File: config.mk
export PLATFORM = sky130hd
export DESIGN_NAME = prog_loader
export DESIGN_NICKNAME = d
export VERILOG_FILES = /design/src/rtl/prog_loader_pkg.sv /design/src/rtl/prog_loader.sv
export SDC_FILE = /design/constraint.sdc
export NUM_CORES = 1
export LEC_CHECK = 0
export ABC_AREA = 0
export BUFFER_PORTS_ARGS = -buffer_cell sky130_fd_sc_hd__buf_4
export CELL_PAD_IN_SITES_DETAIL_PLACEMENT = 1
export CELL_PAD_IN_SITES_GLOBAL_PLACEMENT = 2
export CORE_ASPECT_RATIO = 1.5
export CORE_MARGIN = 5
export CORE_UTILIZATION = 37
export CTS_BUF_LIST = sky130_fd_sc_hd__clkbuf_4 sky130_fd_sc_hd__clkbuf_8
export DETAILED_ROUTE_END_ITERATION = 12
export PLACE_DENSITY = 0.88
export SKIP_CTS_REPAIR_TIMING = 1
export SLEW_MARGIN = 40
export SYNTH_ARGS = -nofsm -noshare
export SYNTH_HDL_FRONTEND = slang
export SYNTH_SLANG_ARGS = --single-unit
File: constraint.sdc
create_clock -name clk -period 4.3 [get_ports clk]
set_input_delay 0.86 -clock clk [delete_from_list [all_inputs] [get_ports clk]]
set_output_delay 0.86 -clock clk [all_outputs]
set_load 0.01 [all_outputs]
File: src/rtl/prog_loader_pkg.sv
// prog_loader_pkg
// Shared definitions for the boot-time program loader: the loader FSM state
// encoding, the default frame start marker, and the widths of the frame
// fields and instruction-memory write port.
package prog_loader_pkg;

    localparam int BYTE_W = 8;
    localparam int WORD_W = 16;
    localparam int LEN_W  = 16;
    localparam int ADDR_W = 16;

    localparam logic [BYTE_W-1:0] SYNC_BYTE_DEFAULT = 8'hA5;

    typedef enum logic [2:0] {
        IDLE,
        LEN_H,
        LEN_L,
        DATA_H,
        DATA_L,
        CSUM,
        DONE,
        ERR
    } loaderState_t;

endpackage

File: src/rtl/prog_loader.sv
// prog_loader
// Boot-time program loader. Receives a framed byte stream
// (SYNC, LEN_H, LEN_L, 2*N payload bytes, CSUM) over a valid/ready handshake,
// packs payload bytes big-endian into 16-bit words and writes them to
// consecutive instruction-memory addresses starting at BASE_ADDR. The CPU is
// held until a frame with a matching XOR checksum has been fully written.
//
// Ports:
//   clk        - single clock, rising edge
//   rst_n      - synchronous active-low reset
//   start      - one-cycle pulse, rearms the loader from DONE or ERR
//   in_valid   - byte source has a byte on in_data
//   in_data    - stream byte
//   in_ready   - loader accepts a byte this cycle (state decode only)
//   imem_we    - registered instruction-memory write strobe, one cycle per word
//   imem_addr  - registered write address
//   imem_wdata - registered write data
//   cpu_hold   - high in every state except DONE
//   done       - load complete with good checksum
//   err        - frame rejected (oversize length or bad checksum)
module prog_loader
    import prog_loader_pkg::*;
#(
    parameter logic [ADDR_W-1:0] BASE_ADDR = 16'h0000,
    parameter int unsigned       MAX_WORDS = 256,
    parameter logic [BYTE_W-1:0] SYNC_BYTE = SYNC_BYTE_DEFAULT
) (
    input  logic              clk,
    input  logic              rst_n,
    input  logic              start,
    input  logic              in_valid,
    input  logic [BYTE_W-1:0] in_data,
    output logic              in_ready,
    output logic              imem_we,
    output logic [ADDR_W-1:0] imem_addr,
    output logic [WORD_W-1:0] imem_wdata,
    output logic              cpu_hold,
    output logic              done,
    output logic              err
);

    localparam logic [31:0] MAX_WORDS_W = 32'(MAX_WORDS);

    loaderState_t      state;
    loaderState_t      nextState;
    logic [LEN_W-1:0]  lenReg;
    logic [LEN_W-1:0]  lenFull;
    logic [LEN_W-1:0]  wordCount;
    logic [BYTE_W-1:0] xorAcc;
    logic [BYTE_W-1:0] highByte;
    logic              accept;
    logic              lastWord;
    logic              lenTooBig;

    // Handshake and status are pure decodes of the registered state so that
    // in_ready never depends combinationally on in_valid.
    always_comb begin
        in_ready = (state != DONE) && (state != ERR);
        cpu_hold = (state != DONE);
        done     = (state == DONE);
        err      = (state == ERR);
        accept   = in_valid && in_ready;
    end

    // The length is only complete while the LEN_L byte is on the bus, so the
    // range checks combine the stored high byte with the live low byte.
    // lastWord compares the count after this word against the frame length.
    always_comb begin
        lenFull   = {lenReg[LEN_W-1:BYTE_W], in_data};
        lenTooBig = {16'h0000, lenFull} > MAX_WORDS_W;
        lastWord  = (wordCount + 16'd1) == lenReg;
    end

    // Next-state logic. Every streaming state advances only on an accepted
    // byte, so the loader parks in place while in_valid is low. A sync value
    // inside a frame is ordinary data because only IDLE looks for it.
    always_comb begin
        nextState = state;
        case (state)
            IDLE: begin
                if (accept && (in_data == SYNC_BYTE)) nextState = LEN_H;
            end
            LEN_H: begin
                if (accept) nextState = LEN_L;
            end
            LEN_L: begin
                if (accept) begin
                    if (lenTooBig)               nextState = ERR;
                    else if (lenFull == 16'd0)   nextState = CSUM;
                    else                         nextState = DATA_H;
                end
            end
            DATA_H: begin
                if (accept) nextState = DATA_L;
            end
            DATA_L: begin
                if (accept) nextState = lastWord ? CSUM : DATA_H;
            end
            CSUM: begin
                if (accept) nextState = (in_data == xorAcc) ? DONE : ERR;
            end
            DONE, ERR: begin
                if (start) nextState = IDLE;
            end
            default: nextState = IDLE;
        endcase
    end

    // State register and datapath. The write strobe defaults low each cycle
    // and is raised only by an accepted DATA_L byte, giving a one-cycle pulse
    // in the following cycle. Address and data hold their last value between
    // writes. Reset leaves memory contents alone; only loader state clears.
    always_ff @(posedge clk) begin
        if (!rst_n) begin
            state      <= IDLE;
            lenReg     <= '0;
            wordCount  <= '0;
            xorAcc     <= '0;
            highByte   <= '0;
            imem_we    <= 1'b0;
            imem_addr  <= '0;
            imem_wdata <= '0;
        end else begin
            state   <= nextState;
            imem_we <= 1'b0;
            if (accept) begin
                case (state)
                    IDLE: begin
                        if (in_data == SYNC_BYTE) xorAcc <= '0;
                    end
                    LEN_H: begin
                        lenReg <= {in_data, 8'h00};
                    end
                    LEN_L: begin
                        lenReg <= lenFull;
                        if (nextState == DATA_H) wordCount <= '0;
                    end
                    DATA_H: begin
                        highByte <= in_data;
                        xorAcc   <= xorAcc ^ in_data;
                    end
                    DATA_L: begin
                        xorAcc     <= xorAcc ^ in_data;
                        imem_we    <= 1'b1;
                        imem_addr  <= BASE_ADDR + wordCount;
                        imem_wdata <= {highByte, in_data};
                        wordCount  <= wordCount + 16'd1;
                    end
                    default: begin
                    end
                endcase
            end
        end
    end

endmodule

==> metrics.txt <==
# TYPE chip_impl_metric gauge
chip_impl_metric{name="synth.yosys.seq_area_share",unit="%"} 40.6
chip_impl_metric{name="place.gp.congestion",unit=""} 0.818
chip_impl_metric{name="fin_nets",unit=""} 582
chip_impl_metric{name="initial_util",unit="%"} 37.7
chip_impl_metric{name="detailedPlacementHpwl",unit="um"} 9170
chip_impl_info{name="synth-main-ff-cell",value="dfxtp_1"} 1
chip_impl_metric{name="die_y",unit="um"} 140
chip_impl_info{name="grt_setup_unrepaired",value="no"} 1
chip_impl_info{name="crit_start_category",value="input pin"} 1
chip_impl_metric{name="setup_tns",unit="ps"} 0
chip_impl_metric{name="cell_internal_pwr",unit="mW"} 1.02
chip_impl_metric{name="filler_cell_count",unit=""} 1405
chip_impl_metric{name="numPortBuffers",unit=""} 48
chip_impl_metric{name="normalized_max_slew_margin",unit="%"} 51.0
chip_impl_metric{name="wl_met2",unit="um"} 6910
chip_impl_metric{name="setup_viol",unit=""} 0
chip_impl_metric{name="drt_first_iter_violations",unit=""} 106
chip_impl_info{name="category_of_the_worst_setup_path_capture_point",value="flip-flop"} 1
chip_impl_metric{name="max_cap_viol_count",unit=""} 0
chip_impl_metric{name="least_margin_pin_slew",unit="ps"} 733
chip_impl_info{name="cts_tree",value="done"} 1
chip_impl_metric{name="grt_antenna_before_repair",unit=""} 0
chip_impl_metric{name="critical_path_peak_fanout",unit=""} 9
chip_impl_metric{name="post_dr_wirelength_cell",unit="um"} 17.5
chip_impl_metric{name="clock_h_tree_levels",unit=""} 3
chip_impl_metric{name="die_area",unit="mm2"} 0.0135
chip_impl_metric{name="swShare",unit="%"} 25.5
chip_impl_metric{name="layout-drive-gt1-share",unit="%"} 13.9
chip_impl_metric{name="post_synth.cell_area_avg",unit="um2"} 7.50
chip_impl_metric{name="vdd.ir_drop.worst",unit="V"} 0.000246
chip_impl_metric{name="final-seq-area",unit="mm2"} 0.00168
chip_impl_metric{name="yosysWarnings",unit=""} 0
chip_impl_metric{name="n_antenna_cell",unit=""} 0
chip_impl_metric{name="maxClockFrequency",unit="GHz"} 0.360
chip_impl_info{name="outcome",value="finished clean"} 1
chip_impl_metric{name="cellLeakagePower",unit="nW"} 1.67
chip_impl_metric{name="hold_violations",unit=""} 0
chip_impl_metric{name="dpl-instance-area",unit="mm2"} 0.00454
chip_impl_metric{name="synth_edf_count",unit=""} 0
chip_impl_metric{name="maximum_clock_skew_at_final_layout",unit="ps"} 12.2
chip_impl_metric{name="route.antenna.remaining_nets",unit=""} 0
chip_impl_metric{name="clkTransAtPathRegs",unit="ps"} 90
chip_impl_metric{name="timing.final.crit_period",unit="ps"} 2780
chip_impl_metric{name="p_switching",unit="mW"} 0.350
chip_impl_metric{name="detail_route.wirelength.met1",unit="um"} 5130
chip_impl_metric{name="flow.area_growth_from_synthesis",unit="%"} 14.1
chip_impl_metric{name="synthesis.instances",unit=""} 552
chip_impl_info{name="worstSetupPathType",value="in -> reg"} 1
chip_impl_metric{name="insertion_delay",unit="ps"} 370
chip_impl_info{name="post_synth_main_area_contributors",value="dfxtp_1 (41%), nand2_1 (11%), a21oi_1 (9.4%), o21ai_0 (3.4%), xnor2_1 (3.4%)"} 1
chip_impl_metric{name="final_worst_slack",unit="ps"} 1520
chip_impl_metric{name="report.final.slew_viol_count",unit=""} 0
chip_impl_metric{name="multi_input_area",unit="mm2"} 0.00226
chip_impl_metric{name="pre_cts_ws",unit="ps"} 1230
chip_impl_metric{name="via_count",unit=""} 3914
chip_impl_metric{name="gr-total-overflow",unit=""} 0
chip_impl_metric{name="fin_area",unit="mm2"} 0.00473
chip_impl_metric{name="pwr_density_cell",unit="mW/mm2"} 290
chip_impl_metric{name="synth_cell_type_count",unit=""} 56
chip_impl_metric{name="viasPerCell",unit=""} 5.43
chip_impl_metric{name="row_count",unit=""} 47
chip_impl_metric{name="numClockSinks",unit=""} 84
chip_impl_metric{name="global_route.usage.total",unit="%"} 19.4
chip_impl_metric{name="grt_pass1_vias",unit=""} 3938
chip_impl_metric{name="synth.cell_area",unit="mm2"} 0.00414
chip_impl_metric{name="maximum_number_of_pins_on_one_net_before_global_route_repair",unit=""} 41
chip_impl_metric{name="wl",unit="um"} 12600
chip_impl_metric{name="timing.critical_path.required",unit="ps"} 4520
chip_impl_metric{name="clk_path_buf_depth",unit=""} 2
chip_impl_metric{name="synth-seq-cells",unit=""} 84
chip_impl_metric{name="synth_fp_nets",unit=""} 565
chip_impl_metric{name="final.hold.worst_slack",unit="ps"} 457
chip_impl_metric{name="yosysTopAreaCellShare",unit="%"} 40.6
chip_impl_metric{name="post-route-drc-count",unit=""} 0
chip_impl_info{name="clock-root-buffer",value="clkbuf_8"} 1
chip_impl_metric{name="clock_power_share",unit="%"} 40.0
chip_impl_metric{name="io-pin-count",unit=""} 49
chip_impl_metric{name="wl_met3",unit="um"} 242
chip_impl_metric{name="synthArstFlopShare",unit="%"} 0
chip_impl_metric{name="combPwrFrac",unit="%"} 3.4
chip_impl_info{name="yosys.area.top_type",value="dfxtp_1"} 1
chip_impl_metric{name="number_of_cts_inserted_buffers",unit=""} 9
chip_impl_info{name="route.top_layer_used",value="met4"} 1
chip_impl_metric{name="drt_pass1_iterations",unit=""} 4
chip_impl_info{name="hp-class",value="reg -> reg"} 1
chip_impl_metric{name="critical_path_arrival",unit="ps"} 3000
chip_impl_metric{name="design.core.area",unit="mm2"} 0.0110
chip_impl_metric{name="power.share.sequential",unit="%"} 56.7
chip_impl_metric{name="fp.dieW",unit="um"} 96.4
chip_impl_metric{name="first_pass_grt_wire_length",unit="um"} 20300
chip_impl_metric{name="finalCritPeriodShare",unit="%"} 64.6
[power groups by stage]
stage,Combinational [mW],Sequential (mW),Clock (mW)
3_5_place_dp,0.0462,0.796,0
5_1_grt,0.0497,0.778,0.603
3_3_place_gp,0.0453,0.796,0
4_1_cts,0.0463,0.778,0.575
2_1_floorplan,0.0281,0.796,0
6_report,0.0461,0.777,0.549
[per-stage QoR]
stage          cells  total power, mW  util (%)
2_1_floorplan    552            0.824         -
3_3_place_gp     705            0.841      41.2
3_5_place_dp     705            0.842      41.3
4_1_cts          721             1.40      42.9
5_1_grt          721             1.43      43.0
6_report         721             1.37      43.0
[synth_stat cells, drive strengths merged, types with 2 or more instances]
| cell | count |
|---|---|
| nor3 | 5 |
| o211ai | 3 |
| xnor2 | 16 |
| nor3b | 3 |
| nand3b | 14 |
| and4 | 2 |
| and2 | 2 |
| nand2 | 126 |
| a21oi | 78 |
| or2 | 2 |
| dfxtp | 84 |
| clkbuf | 37 |
| o2111ai | 2 |
| buf | 10 |
| nor4 | 10 |
| o311ai | 2 |
| nor2b | 5 |
| nand3 | 21 |
| xor2 | 15 |
| o21ai | 29 |
| a211oi | 5 |
| inv | 5 |
| a31oi | 9 |
| nor2 | 31 |
| nand2b | 3 |
| nand4 | 6 |
| and3 | 6 |
[area by class of cell]
cell class | instances | share of cell area (%)
Timing Repair Buffer | 53 | 8.42
Clock buffer | 10 | 2.91
Tap cell | 147 | 3.89
Multi-Input combinational cell | 416 | 47.8
Sequential cell | 84 | 35.6
Inverter | 5 | 0.397
Clock inverter | 6 | 0.979
[layout by cell type, fill, tap and decap left out, types with 4 or more instances in the layout]
cell      synthesis  layout
nand2_1         126     126
a21oi_1          78      78
dfxtp_1          84      84
nor2b_1           5       5
nand3b_1         14      14
nor4_1            7       7
buf_4             2      53
nor2_1           31      31
xor2_1           15      15
nand4_1           6       6
o21ai_0          28      28
a31oi_1           9       9
nand3_1          20      20
inv_1             4       4
a211oi_1          5       5
nor3_1            5       5
xnor2_1          16      16
clkbuf_8          0      10
and3_1            6       6
[kinds of logic (layout without fill, tap and decap cells)]
logic type	count (synthesis)	after routing	synth area share, %
AO/OA/AOI/OAI	142	142	19.5
adder cells (fa/ha/maj)	1	1	0.302
multiplexers	1	1	0.242
flip-flops	84	84	40.6
XOR/XNOR	31	31	6.55
buffers and inverters	52	74	5.10
AND/OR/NAND/NOR	241	241	27.7
[state kept, by name (all words and copies together), names as in the netlist]
name / count
highByte: 8
imem_addr: 16
imem_wdata: 16
imem_we: 1
lenReg: 16
state: 3
wordCount: 16
xorAcc: 8
[per-layer routing]
metal / up-vias / GRT usage, %
li1: 1938 / -
met1: 1904 / 22.0
met2: 52 / 34.8
met3: 20 / 3.51
met4: 0 / 8.06
met5: - / 0
[final timing paths]
check	to	start	cells past startpoint	slack (ps)
worst max-delay path	wordCount[0]	in_data[0]	7	1520
worst min-delay path	imem_addr[5]	imem_addr[5]	2	460
worst max register to register	state[2]	wordCount[0]	7	1530
worst min register to register	imem_addr[5]	imem_addr[5]	2	460
[critical path, stage by stage]
cell and delay, ps:
buf_4 150, nor4_1 500, a21oi_1 140, nor3b_1 490, o21ai_0 190, nor2_1 500
a211oi_1 170
Power figures use the tool's default switching activity.
